--- config.mk ---
export PLATFORM = sky130hd
export DESIGN_NAME = cmp_sar_search_flat
export DESIGN_NICKNAME = d
export VERILOG_FILES = /design/src/rtl/cmp_sar_search_if.sv /design/src/rtl/cmp_sar_search.sv /design/src/flat_wrapper.sv
export SDC_FILE = /design/constraint.sdc
export NUM_CORES = 1
export LEC_CHECK = 0
export ABC_CLOCK_PERIOD_IN_PS = 4600
export BUFFER_PORTS_ARGS = -buffer_cell sky130_fd_sc_hd__buf_2
export CAP_MARGIN = 20
export CORE_MARGIN = 2
export CORE_UTILIZATION = 53
export CTS_CLUSTER_SIZE = 8
export DETAILED_ROUTE_END_ITERATION = 7
export GPL_ROUTABILITY_DRIVEN = 1
export PLACE_DENSITY = 0.73
export RECOVER_POWER = 100
export SYNTH_ARGS = -nofsm -noshare
export SYNTH_HDL_FRONTEND = slang
export SYNTH_SLANG_ARGS = --single-unit
--- constraint.sdc ---
create_clock -name i_clk -period 4.6 [get_ports i_clk]
set_input_delay 0.23 -clock i_clk [delete_from_list [all_inputs] [get_ports i_clk]]
set_output_delay 0.23 -clock i_clk [all_outputs]
set_load 0.01 [all_outputs]
--- src/rtl/cmp_sar_search_if.sv ---
// Trial/verdict channel between the SAR search controller and a magnitude comparator.
// The master side issues trial words; the slave side answers with eq/lt/gt.
interface cmp_sar_search_if #(
   parameter int WIDTH = 8
);
   logic [WIDTH-1:0] trial;
   logic             trial_valid;
   logic             cmp_valid;
   logic             cmp_eq;
   logic             cmp_lt;
   logic             cmp_gt;

   modport master (
      output trial, trial_valid,
      input  cmp_valid, cmp_eq, cmp_lt, cmp_gt
   );

   modport slave (
      input  trial, trial_valid,
      output cmp_valid, cmp_eq, cmp_lt, cmp_gt
   );
endinterface

--- src/rtl/cmp_sar_search.sv ---
// Successive-approximation (binary search) controller driving an external
// eq/lt/gt comparator. Narrows [lo,hi] until eq is seen or the range empties.
// Optional feature macro: CMP_SAR_TIMEOUT_EN -- abort with error when the
// comparator stays silent for TIMEOUT cycles while a trial is outstanding.
module cmp_sar_search #(
   parameter int WIDTH   = 8,
   parameter int TIMEOUT = 16,
   localparam int SW     = $clog2(WIDTH + 2)
) (
   input  logic                 i_clk,
   input  logic                 i_rst_n,
   input  logic                 i_start,
   cmp_sar_search_if.master     bus,
   output logic                 o_busy,
   output logic                 o_done,
   output logic                 o_found,
   output logic                 o_error,
   output logic [WIDTH-1:0]     o_result,
   output logic [SW-1:0]        o_steps
);
   typedef enum logic [1:0] {S_IDLE, S_REQ, S_DONE} state_t;

   state_t           r_state;
   logic [WIDTH:0]   r_lo;
   logic [WIDTH:0]   r_hi;
   logic             r_tv;
   logic             r_done;
   logic             r_found;
   logic             r_error;
   logic [WIDTH-1:0] r_result;
   logic [SW-1:0]    r_steps;

   logic [WIDTH:0]   w_span;
   logic [WIDTH-1:0] w_trial;
   logic [WIDTH:0]   w_lo_inc;
   logic [WIDTH:0]   w_hi_dec;
   logic             w_onehot;
   logic             w_exh_lt;
   logic             w_exh_gt;

   // lo is never negative and hi never exceeds 2^WIDTH-1, so widening by one
   // more bit keeps lo=2^WIDTH from looking negative while hi=-1 still does.
   function automatic logic f_exh(input logic [WIDTH:0] lo, input logic [WIDTH:0] hi);
      return $signed({1'b0, lo}) > $signed({hi[WIDTH], hi});
   endfunction

   // Midpoint trial and the candidate bound updates for the current verdict.
   always_comb begin
      w_span   = r_hi - r_lo;
      w_trial  = WIDTH'(r_lo + (w_span >> 1));
      w_lo_inc = {1'b0, w_trial} + (WIDTH+1)'(1);
      w_hi_dec = {1'b0, w_trial} - (WIDTH+1)'(1);
      w_onehot = ({1'b0, bus.cmp_eq} + {1'b0, bus.cmp_lt} + {1'b0, bus.cmp_gt}) == 2'd1;
      w_exh_lt = f_exh(w_lo_inc, r_hi);
      w_exh_gt = f_exh(r_lo, w_hi_dec);
   end

`ifdef CMP_SAR_TIMEOUT_EN
   localparam int TW = $clog2(TIMEOUT + 1);
   logic [TW-1:0] r_tmo;
`endif

   // Search FSM: all outputs registered; done is high only in the DONE state.
   always_ff @(posedge i_clk or negedge i_rst_n) begin
      if (!i_rst_n) begin
         r_state  <= S_IDLE;
         r_lo     <= '0;
         r_hi     <= {1'b0, {WIDTH{1'b1}}};
         r_tv     <= 1'b0;
         r_done   <= 1'b0;
         r_found  <= 1'b0;
         r_error  <= 1'b0;
         r_result <= '0;
         r_steps  <= '0;
`ifdef CMP_SAR_TIMEOUT_EN
         r_tmo    <= '0;
`endif
      end else begin
         r_done <= 1'b0;
         case (r_state)
            S_IDLE: begin
               if (i_start) begin
                  r_state <= S_REQ;
                  r_lo    <= '0;
                  r_hi    <= {1'b0, {WIDTH{1'b1}}};
                  r_found <= 1'b0;
                  r_error <= 1'b0;
                  r_steps <= '0;
                  r_tv    <= 1'b1;
`ifdef CMP_SAR_TIMEOUT_EN
                  r_tmo   <= '0;
`endif
               end
            end
            S_REQ: begin
               if (bus.cmp_valid) begin
                  r_steps  <= r_steps + SW'(1);
                  r_result <= w_trial;
`ifdef CMP_SAR_TIMEOUT_EN
                  r_tmo    <= '0;
`endif
                  if (!w_onehot || bus.cmp_eq || (bus.cmp_lt && w_exh_lt) ||
                      (bus.cmp_gt && w_exh_gt)) begin
                     r_state <= S_DONE;
                     r_tv    <= 1'b0;
                     r_done  <= 1'b1;
                  end
                  // A malformed verdict leaves the bounds untouched.
                  if (!w_onehot)        r_error <= 1'b1;
                  else if (bus.cmp_eq)  r_found <= 1'b1;
                  else if (bus.cmp_lt)  r_lo    <= w_lo_inc;
                  else                  r_hi    <= w_hi_dec;
               end
`ifdef CMP_SAR_TIMEOUT_EN
               else if (r_tmo == TW'(TIMEOUT - 1)) begin
                  r_state <= S_DONE;
                  r_tv    <= 1'b0;
                  r_done  <= 1'b1;
                  r_error <= 1'b1;
               end else begin
                  r_tmo <= r_tmo + TW'(1);
               end
`endif
            end
            S_DONE:  r_state <= S_IDLE;
            default: r_state <= S_IDLE;
         endcase
      end
   end

   assign bus.trial       = w_trial;
   assign bus.trial_valid = r_tv;
   assign o_busy          = r_tv;
   assign o_done          = r_done;
   assign o_found         = r_found;
   assign o_error         = r_error;
   assign o_result        = r_result;
   assign o_steps         = r_steps;
endmodule

--- src/flat_wrapper.sv ---
// flat-port wrapper written by rule: the top's interface ports become plain ports
module cmp_sar_search_flat 
#(
   parameter int WIDTH   = 8,
   parameter int TIMEOUT = 16,
   localparam int SW     = $clog2(WIDTH + 2)
)
  (i_clk, i_rst_n, i_start, o_busy, o_done, o_found, o_error, o_result, o_steps, bus_trial, bus_trial_valid, bus_cmp_valid, bus_cmp_eq, bus_cmp_lt, bus_cmp_gt);
  cmp_sar_search_if #(.WIDTH(WIDTH)) bus_i ();
  input  logic i_clk;
  input  logic i_rst_n;
  input  logic i_start;
  output logic o_busy;
  output logic o_done;
  output logic o_found;
  output logic o_error;
  output logic [WIDTH-1:0] o_result;
  output logic [SW-1:0] o_steps;
  output wire logic [$bits(bus_i.trial)-1:0] bus_trial;
  output wire logic [$bits(bus_i.trial_valid)-1:0] bus_trial_valid;
  input wire logic [$bits(bus_i.cmp_valid)-1:0] bus_cmp_valid;
  input wire logic [$bits(bus_i.cmp_eq)-1:0] bus_cmp_eq;
  input wire logic [$bits(bus_i.cmp_lt)-1:0] bus_cmp_lt;
  input wire logic [$bits(bus_i.cmp_gt)-1:0] bus_cmp_gt;
  assign bus_trial = bus_i.trial;
  assign bus_trial_valid = bus_i.trial_valid;
  assign bus_i.cmp_valid = bus_cmp_valid;
  assign bus_i.cmp_eq = bus_cmp_eq;
  assign bus_i.cmp_lt = bus_cmp_lt;
  assign bus_i.cmp_gt = bus_cmp_gt;
  cmp_sar_search #(.WIDTH(WIDTH), .TIMEOUT(TIMEOUT)) u_core (.i_clk(i_clk), .i_rst_n(i_rst_n), .i_start(i_start), .bus(bus_i), .o_busy(o_busy), .o_done(o_done), .o_found(o_found), .o_error(o_error), .o_result(o_result), .o_steps(o_steps));
endmodule
==> flow_metrics.tcl, run 1 <==
set metrics [dict create \
    status "complete, but fails checks" \
    violations "capacitance limit, slew limit, setup timing" \
    crit_family "compound AO/OA/AOI/OAI gates" \
    final_max_slew_viol_count 37 \
    grt.busiest_layer "met2" \
    clock_path_buffers 2 \
    path_class "reg2reg" \
    grt_pass1_vias 2591 \
    path_clk_slew_ps 80 \
    tightestPinTransition_ps 1960 \
    fmax_ghz 0.204 \
    vias_per_cell 5.50 \
    slowest_stage "dfstp_2" \
    die_x_um 77.3 \
    crit_chain "inv_2 -> fa_2 -> nor2b_1 -> o21ai_1 -> nor2b_1 -> xnor2_1 -> ha_1 -> or2_4 -> o311ai_2 -> or4b_4 -> o311a_4 -> nor3_4 -> xnor2_1 -> ha_1 -> a211o_1 -> a211oi_2 -> o221ai_2 -> a2111oi_4 -> o32ai_2 -> a21o_1" \
    grt_pass1_wl_um 12300 \
    arrival_ps 5090 \
    drive_gt1_share_pct 27.6 \
    drt-wirelength-per-cell_um 15.6 \
    r2r_start "u_core.r_hi[1]" \
    cp_slowest_stage_delay_ps 550 \
    finalSetupViolCount 4 \
    grt_use_met3_pct 4.12 \
    gr-usage-all-layers_pct 25.8 \
    core-area_um2 5140 \
    grtUsageMet2_pct 43.7 \
    rsz0062_at_grt "yes" \
    grt_max_degree 37 \
    ys_seq_area_share_pct 32.0 \
    nFillCells 411 \
    syn-num-nets 365 \
    synth_cells 321 \
    avgSynthCellArea_um2 8.88 \
    cts_tree "yes" \
    crit_start "u_core.r_hi[1]" \
    cap_violations 1 \
    hold_path_class "in2reg" \
    critPathCaptureType "flip-flop" \
    crit_fanout 3 \
    num_vias 2638 \
    io_buffers 31 \
    synth_cell_types 55 \
    cts_buffers 5 \
    grt_overflow 0 \
    syn2layout_area_growth_pct 29.3 \
    yosys_register_bits 36 \
    cts-root-buf "clkbuf_8" \
    register_area_um2 912 \
    fin_ws_ps -305 \
    final.setup_skew_ps 9.50 \
    drc 0 \
    antenna_cells 0 \
    antenna_found_initial 0 \
    fin_worst_hold_slack_ps 258 \
    ios 32 \
    dieArea_um2 5980 \
    postRouteWirelength_um 7470 \
    slew_headroom_pct -30.8 \
    period_needed_ps 4900 \
    synth_warnings 0 \
    place.gp.congestion 0.909 \
    hold_start "bus_cmp_valid" \
    met1_usage_pct 34.6 \
    synth_async_sr_flop_share_pct 100 \
    drtIter0Drc 186 \
    ys.flop_type "dfrtp_1" \
    period_share_pct 107 \
    worstPathBufferInverterCount 1 \
    num_rows 26 \
    nNetsFinal 453 \
    crit_required_ps 4790 \
    hold_viol 0 \
    synthesis.area_um2 2850 \
    dpl.hpwl_um 5580 \
    cts_hold_buf 0 \
    cts_sinks 36 \
    die_y_um 77.3 \
    multi_input_area_um2 1890 \
    firstDrtPassIters 4 \
    synth_edf_count 0 \
    startpoint_type "flip-flop" \
    antenna_left 0 \
    h-tree-depth 2 \
    initial_utilization_pct 55.4 \
    insertion_delay_ps 290 \
]
cells in the final DEF (no fill, tap or decap), types with 8 or more instances in the layout:
| cell type | netlist | final |
|---|---|---|
| a21oi_1 | 19 | 17 |
| buf_2 | 0 | 9 |
| buf_4 | 1 | 55 |
| clkbuf_1 | 5 | 25 |
| dfrtp_1 | 28 | 27 |
| dfstp_2 | 8 | 8 |
| ha_1 | 34 | 33 |
| inv_1 | 36 | 33 |
| nand2_1 | 39 | 38 |
| nor2_1 | 24 | 24 |
| nor2b_1 | 8 | 8 |
| o21ai_0 | 12 | 12 |
| xnor2_1 | 14 | 12 |
| xor2_1 | 8 | 8 |
timing repair:
| item | CTS | global route |
|---|---|---|
| resized for setup | 14 | 6 |
| buffers inserted | 4 | 3 |
| setup endpoints to repair | 4 | 4 |
| pin swaps | 8 | 9 |
final timing paths:
kind | end | slack, ps | cells past startpoint
hold reg to reg | u_core.o_result[7] | 480 | 2
min in group asynchronous | u_core.o_found | 480 | 1
max in group asynchronous | u_core.r_lo[1] | 2840 | 1
setup / recovery | u_core.o_done | -300 | 20
hold / removal | u_core.r_state[0] | 260 | 4
setup reg to reg | u_core.o_done | -300 | 20
metrics by stage:
stage	cell area [um2]	utilization (%)	cells	setup TNS (ps)	worst slack (ps)
finish	3680	71.7	480	-1140	-305
global route	3680	71.7	480	-1960	-510
CTS	3670	71.4	477	-570	-161
detailed placement	3450	67.2	465	-1320	-349
global placement	3450	67.2	465	-612	-173
floorplan	2870	-	321	-525	-155
synth_stat cells, types with 7 or more instances:
| cell type | instances | area, um2 |
|---|---|---|
| a21oi_1 | 19 | 95.1 |
| xnor2_1 | 14 | 123 |
| dfrtp_1 | 28 | 701 |
| nand3_1 | 8 | 40.0 |
| nor2_1 | 24 | 90.1 |
| a21o_1 | 7 | 52.6 |
| inv_1 | 36 | 135 |
| dfstp_2 | 8 | 210 |
| nand2_1 | 39 | 146 |
| ha_1 | 34 | 425 |
| xor2_1 | 8 | 70.1 |
| nor2b_1 | 8 | 50.1 |
| o21ai_0 | 12 | 60.1 |
routing by layer:
metal	part of all wire, %	vias to the layer above
met5	0	-
li1	-	1293
met1	45	1273
met2	49	62
met4	1.6	0
met3	4.2	10
flip-flops by register name, summed over array words and instances, names as in the netlist:
signal and cells:
u_core.o_done 1, u_core.r_state 2, u_core.o_result 8, u_core.o_found 1, u_core.bus.trial_valid 1, u_core.o_error 1
u_core.o_steps 4, u_core.r_lo 9, u_core.r_hi 9
layout make-up:
| class | count | area share, % |
|---|---|---|
| multi-input cells | 241 | 51.3 |
| flip-flops and latches | 36 | 24.8 |
| repair buffers | 88 | 14.9 |
| inverters | 37 | 3.77 |
| well taps | 70 | 2.38 |
| clock buffers | 6 | 1.97 |
| clock inverters | 2 | 0.951 |
logic make-up (layout without fill, tap and decap cells):
group	after synthesis	in the layout	synth area share [%]
and+or+nand+nor	103	103	17.7
buffers and inverters	44	133	6.19
adders and majority gates	37	37	17.0
DFF	36	36	32.0
xor gates and xnor gates	26	26	9.05
AOI/OAI and AO/OA	75	75	18.1
worst register-to-register path: cells and delay by family (launching register included):
kind	cells	cell delay, ps
AND/OR/NAND/NOR	5	1160
XOR/XNOR	2	280
buffers and inverters	1	50
flip-flops	1	550
adder cells (fa/ha/maj)	3	960
AO/OA/AOI/OAI	9	1810
Power of run 1 is left out: the tool's default activity adds up to more than one toggle a clock period on the data nets, which glitch-free logic cannot reach.
==> run 2: changes to the inputs <==
Settings changed: CELL_PAD_IN_SITES_DETAIL_PLACEMENT from default to 1, CELL_PAD_IN_SITES_GLOBAL_PLACEMENT from default to 2, CORE_UTILIZATION 53 to 33, PLACE_DENSITY 0.73 to 0.74.
==> run 2 against run 1 <==
The run still ends with capacitance limit, slew limit, setup timing left. Final cell count grew 9.6%. Die area grew 57%. Clock-buffer cell count grew 2. Via count grew 2.7%. Global-route usage shrank 6.5 points. Critical path depth is the same. Wire length grew 17%. Sequential share of layout area shrank 0.98 points. Hold slack gained 12 ps. Maximum frequency is essentially flat. Largest cell class unchanged.
==> flow_metrics.tcl, run 2 (same netlist as run 1, synthesis figures left out) <==
set metrics [dict create \
    final_core_util_pct 46.2 \
    final.setup_skew_ps 1.97 \
    cp_slowest_stage_delay_ps 560 \
    violations "capacitance limit, slew limit, setup timing" \
    final_max_slew_viol_count 37 \
    initial_utilization_pct 34.3 \
    grt_overflow 0 \
    antenna_left 0 \
    worstRegToRegCells 20 \
    status "complete, but fails checks" \
    hold_path_class "in2reg" \
    finalSetupViolCount 4 \
    final_common_cell "buf_4" \
    nFillCells 992 \
    gr-usage-all-layers_pct 19.3 \
    nNetsFinal 464 \
    firstDrtPassIters 4 \
    cts_buffers 5 \
    startpoint_type "flip-flop" \
    path_class "reg2reg" \
    drt-wirelength-per-cell_um 16.6 \
    insertion_delay_ps 290 \
    r2r_slack_ps -310 \
    grt_pass1_vias 2845 \
    cts_sinks 36 \
    layout_common_cells "65 x buf_4, 38 x nand2_1, 35 x inv_1" \
    cts_tree "yes" \
    tightestPinTransition_ps 2080 \
    slew_headroom_pct -38.7 \
    grt_max_degree 37 \
    drtIter0Drc 94 \
    period_share_pct 107 \
    vias_per_cell 5.15 \
    slowest_stage "dfstp_2" \
    worstReg2RegEnd "u_core.r_state[1]" \
    drive_gt1_share_pct 30.9 \
    cts-root-buf "clkbuf_8" \
    r2r_start "u_core.r_hi[1]" \
    period_needed_ps 4910 \
    die_x_um 96.9 \
    crit_fanout 4 \
    hold_start "bus_cmp_valid" \
    place.gp.congestion 0.831 \
    num_vias 2708 \
    clock_path_buffers 2 \
    cap_violations 1 \
    crit_chain "inv_2 -> fa_2 -> nor2b_1 -> o21ai_1 -> nor2b_2 -> xnor2_1 -> ha_1 -> or2_4 -> o311ai_4 -> or4b_4 -> o311a_4 -> nor3_4 -> xnor2_2 -> ha_1 -> a211o_1 -> a211oi_2 -> o221ai_2 -> a2111oi_4 -> o32ai_2 -> a21o_1" \
    h-tree-depth 2 \
    fin_ws_ps -306 \
    cp_common_cell "ha_1" \
    dieArea_um2 9390 \
    fmax_ghz 0.204 \
    arrival_ps 5090 \
    num_rows 33 \
    die_y_um 96.9 \
    crit_required_ps 4780 \
    dpl.hpwl_um 6700 \
    worstHoldPathCells 4 \
    postRouteWirelength_um 8740 \
    syn2layout_area_growth_pct 34.7 \
    path_clk_slew_ps 80 \
    rsz0062_at_grt "yes" \
    min_to "u_core.r_state[0]" \
    antenna_found_initial 0 \
    antenna_cells 0 \
    hold_viol 0 \
    io_buffers 31 \
    drc 0 \
    critPathCaptureType "flip-flop" \
    ios 32 \
    core-area_um2 8300 \
    grt_pass1_wl_um 14700 \
]
## run 2: worst max-delay path by stage
stage,startpoint,to,slack (ps),cells after the start
floorplan,u_core.r_hi[1],u_core.o_done,-150,21
global placement,u_core.r_hi[1],u_core.o_done,-250,22
detailed placement,u_core.r_lo[1],u_core.r_state[1],-420,24
CTS,u_core.r_hi[1],u_core.r_state[1],-270,20
global route,u_core.r_hi[1],u_core.r_state[1],-530,20
finish,u_core.r_hi[1],u_core.r_state[1],-310,20
## run 2: cell type report
type	instances	area, um2	share of cell area [%]
Multi-Input combinational cell	241	1910	49.8
Inverter	37	139	3.62
Sequential cell	36	912	23.8
Clock buffer	8	100	2.61
Timing Repair Buffer	99	643	16.8
Tap cell	105	131	3.42
## run 2: critical path: cells and delay by family, from the launching register on
kind | cells | cell delay (ps)
adders and majority gates | 3 | 1020
and+or+nand+nor | 5 | 1220
buffers and inverters | 1 | 50
DFF | 1 | 560
xor gates and xnor gates | 2 | 240
AOI/OAI and AO/OA | 9 | 1710
## run 2: repair_timing
| action | in CTS | in global routing |
|---|---|---|
| buffers inserted | 5 | 3 |
| hold buffers | 0 | 0 |
| setup endpoints to repair | 4 | 4 |
| pin swaps | 6 | 1 |
| gates resized for setup | 13 | 10 |
## run 2: metrics by stage
step	area (um2)	TNS (ps)	setup slack [ps]	hold WS [ps]	cells
finish	3840	-1060	-306	270	526
global route	3840	-2010	-530	281	526
CTS	3790	-942	-265	84.3	523
detailed placement	3570	-1520	-416	395	510
global placement	3560	-911	-251	381	509
floorplan	2870	-525	-155	-65.6	321
## run 2: routing by layer
layer / share of wire, % / track usage (%) / up-vias / wire length [um]
li1: - / - / 1310 / -
met1: 46 / 25.4 / 1335 / 4040
met2: 49 / 33.3 / 54 / 4290
met3: 3.8 / 4.05 / 9 / 332
met4: 0.89 / 3.36 / 0 / 78
met5: 0 / 0 / - / 0
Power of run 2 is left out for the same reason.
==> run 3: changes to the inputs <==
Settings changed: ABC_CLOCK_PERIOD_IN_PS 4600 to 4800, CORE_UTILIZATION 33 to 36, PLACE_DENSITY 0.74 to 0.76.
Clock period 4.6 ns to 4.8 ns, I/O delays scaled along.
==> run 3 against run 2 <==
Critical endpoint unchanged. Final area is 3.1% lower. Non-clock buffer count is 17 lower. The run still ends with capacitance limit, slew limit, setup timing left. Setup slack better by 130 ps. Via count is 3.1% lower. First-iteration DRC count is 27% lower. Highest routed layer unchanged. Hold slack better by 14 ps. Clock skew is 5.4 ps higher. Clock-buffer cell count is 1 lower. Global-route usage is 1.9 points higher. Die area is 8.0% lower. Core utilization is 2.1 points higher. Sequential cell count stayed put.
==> flow_metrics.tcl, run 3 (same netlist as run 1, synthesis figures left out) <==
set metrics [dict create \
    grtUsageMet2_pct 36.0 \
    io_buffers 31 \
    rsz0062_at_grt "yes" \
    firstDrtPassIters 4 \
    die_x_um 93.0 \
    fmax_ghz 0.201 \
    drtIter0Drc 69 \
    dieArea_um2 8640 \
    stdcell_count 505 \
    cts_buffers 5 \
    met1_usage_pct 27.8 \
    hold_path_class "in2reg" \
    tns_ps -554 \
    syn2layout_area_growth_pct 30.5 \
    period_share_pct 104 \
    final_common_cell "buf_4" \
    drive_gt1_share_pct 28.0 \
    vias_per_cell 5.20 \
    antenna_left 0 \
    grt_max_degree 37 \
    cts_sinks 36 \
    slew_headroom_pct -37.1 \
    cap_violations 1 \
    fin_worst_hold_slack_ps 283 \
    h-tree-depth 2 \
    grt_pass1_wl_um 14400 \
    layout_common_cells "47 x buf_4, 38 x nand2_1, 34 x inv_1, 34 x ha_1, 28 x dfrtp_1" \
    path_clk_slew_ps 80 \
    arrival_ps 5160 \
    final_core_util_pct 48.4 \
    dpl.hpwl_um 6620 \
    core-area_um2 7690 \
    startpoint_type "flip-flop" \
    grt_use_met3_pct 3.09 \
    insertion_delay_ps 290 \
    clock_path_buffers 2 \
    nFillCells 960 \
    tightestPinTransition_ps 2060 \
    crit_chain "inv_2 -> fa_2 -> nor2b_1 -> o21ai_1 -> nor2b_1 -> xnor2_1 -> ha_1 -> or2_4 -> o311ai_4 -> or4b_4 -> o311a_4 -> nor3_4 -> xnor2_2 -> ha_1 -> a211o_1 -> a211oi_2 -> o221ai_2 -> a2111oi_4 -> o32ai_2 -> a21o_1" \
    placed_cells 488 \
    drt-wirelength-per-cell_um 17.1 \
    path_class "reg2reg" \
    hold_viol 0 \
    ios 32 \
    num_rows 32 \
    cts-root-buf "clkbuf_8" \
    initial_utilization_pct 37.1 \
    antenna_cells 0 \
    slowest_stage "dfstp_2" \
    multi_input_area_um2 1930 \
    die_y_um 93.0 \
    gr-usage-all-layers_pct 21.3 \
    crit_required_ps 4980 \
    final_max_slew_viol_count 37 \
    crit_fanout 3 \
    grt.busiest_layer "met2" \
    antenna_found_initial 0 \
    postRouteWirelength_um 8620 \
    nNetsFinal 447 \
    finalSetupViolCount 4 \
    register_area_um2 911 \
    cp_slowest_stage_delay_ps 560 \
    num_vias 2625 \
    final.setup_skew_ps 7.35 \
    grt_overflow 0 \
    status "complete, but fails checks" \
    cts_tree "yes" \
    drc 0 \
    fin_ws_ps -176 \
    place.gp.congestion 0.841 \
    period_needed_ps 4980 \
    critPathCaptureType "flip-flop" \
    grt_pass1_vias 2819 \
    violations "capacitance limit, slew limit, setup timing" \
]
==> run 3: critical path, delay by kind of cell (launching register included) <==
| family | cells | cell delay (ps) |
|---|---|---|
| flip-flops | 1 | 560 |
| AND/OR/NAND/NOR | 5 | 1200 |
| XOR/XNOR | 2 | 240 |
| buffers and inverters | 1 | 50 |
| adder cells (fa/ha/maj) | 3 | 1010 |
| AO/OA/AOI/OAI | 9 | 1790 |
==> run 3: path summary, 6_finish.rpt <==
path / slack (ps) / start / cells past startpoint / endpoint
max: -180 / u_core.r_hi[1] / 20 / u_core.r_state[1]
max in group asynchronous: 3090 / i_rst_n / 1 / u_core.o_steps[2]
max reg2reg: -180 / u_core.r_hi[1] / 20 / u_core.r_state[1]
min in group asynchronous: 530 / i_rst_n / 1 / u_core.r_lo[6]
min reg2reg: 480 / u_core.o_result[6] / 2 / u_core.o_result[6]
min: 280 / bus_cmp_valid / 4 / u_core.r_state[0]
==> run 3: area by class of cell <==
type / count / area share [%]
multi-input combinational: 241 / 51.9
tap: 102 / 3.43
sequential: 36 / 24.5
clock buffer: 7 / 2.59
timing repair buffer: 82 / 13.8
inverter: 37 / 3.73
==> run 3: repair_timing <==
item,CTS,global route
buffers inserted,6,4
hold buffers,0,0
setup endpoints to repair,4,4
pin swaps,1,7
resized for setup,17,12
==> run 3: metal layers <==
metal  vias up  wire [um]
li1       1273          -
met1      1289       3920
met2        47       4210
met3        16        294
met4         0        192
met5         -          0
==> run 3: through the flow <==
| stage | cell area, um2 | worst slack [ps] |
|---|---|---|
| 6_report | 3720 | -176 |
| 5_1_grt | 3720 | -396 |
| 4_1_cts | 3660 | -40.8 |
| 3_5_place_dp | 3420 | -269 |
| 3_3_place_gp | 3420 | -76.1 |
| 2_1_floorplan | 2870 | 21.0 |
Power of run 3 is left out for the same reason.
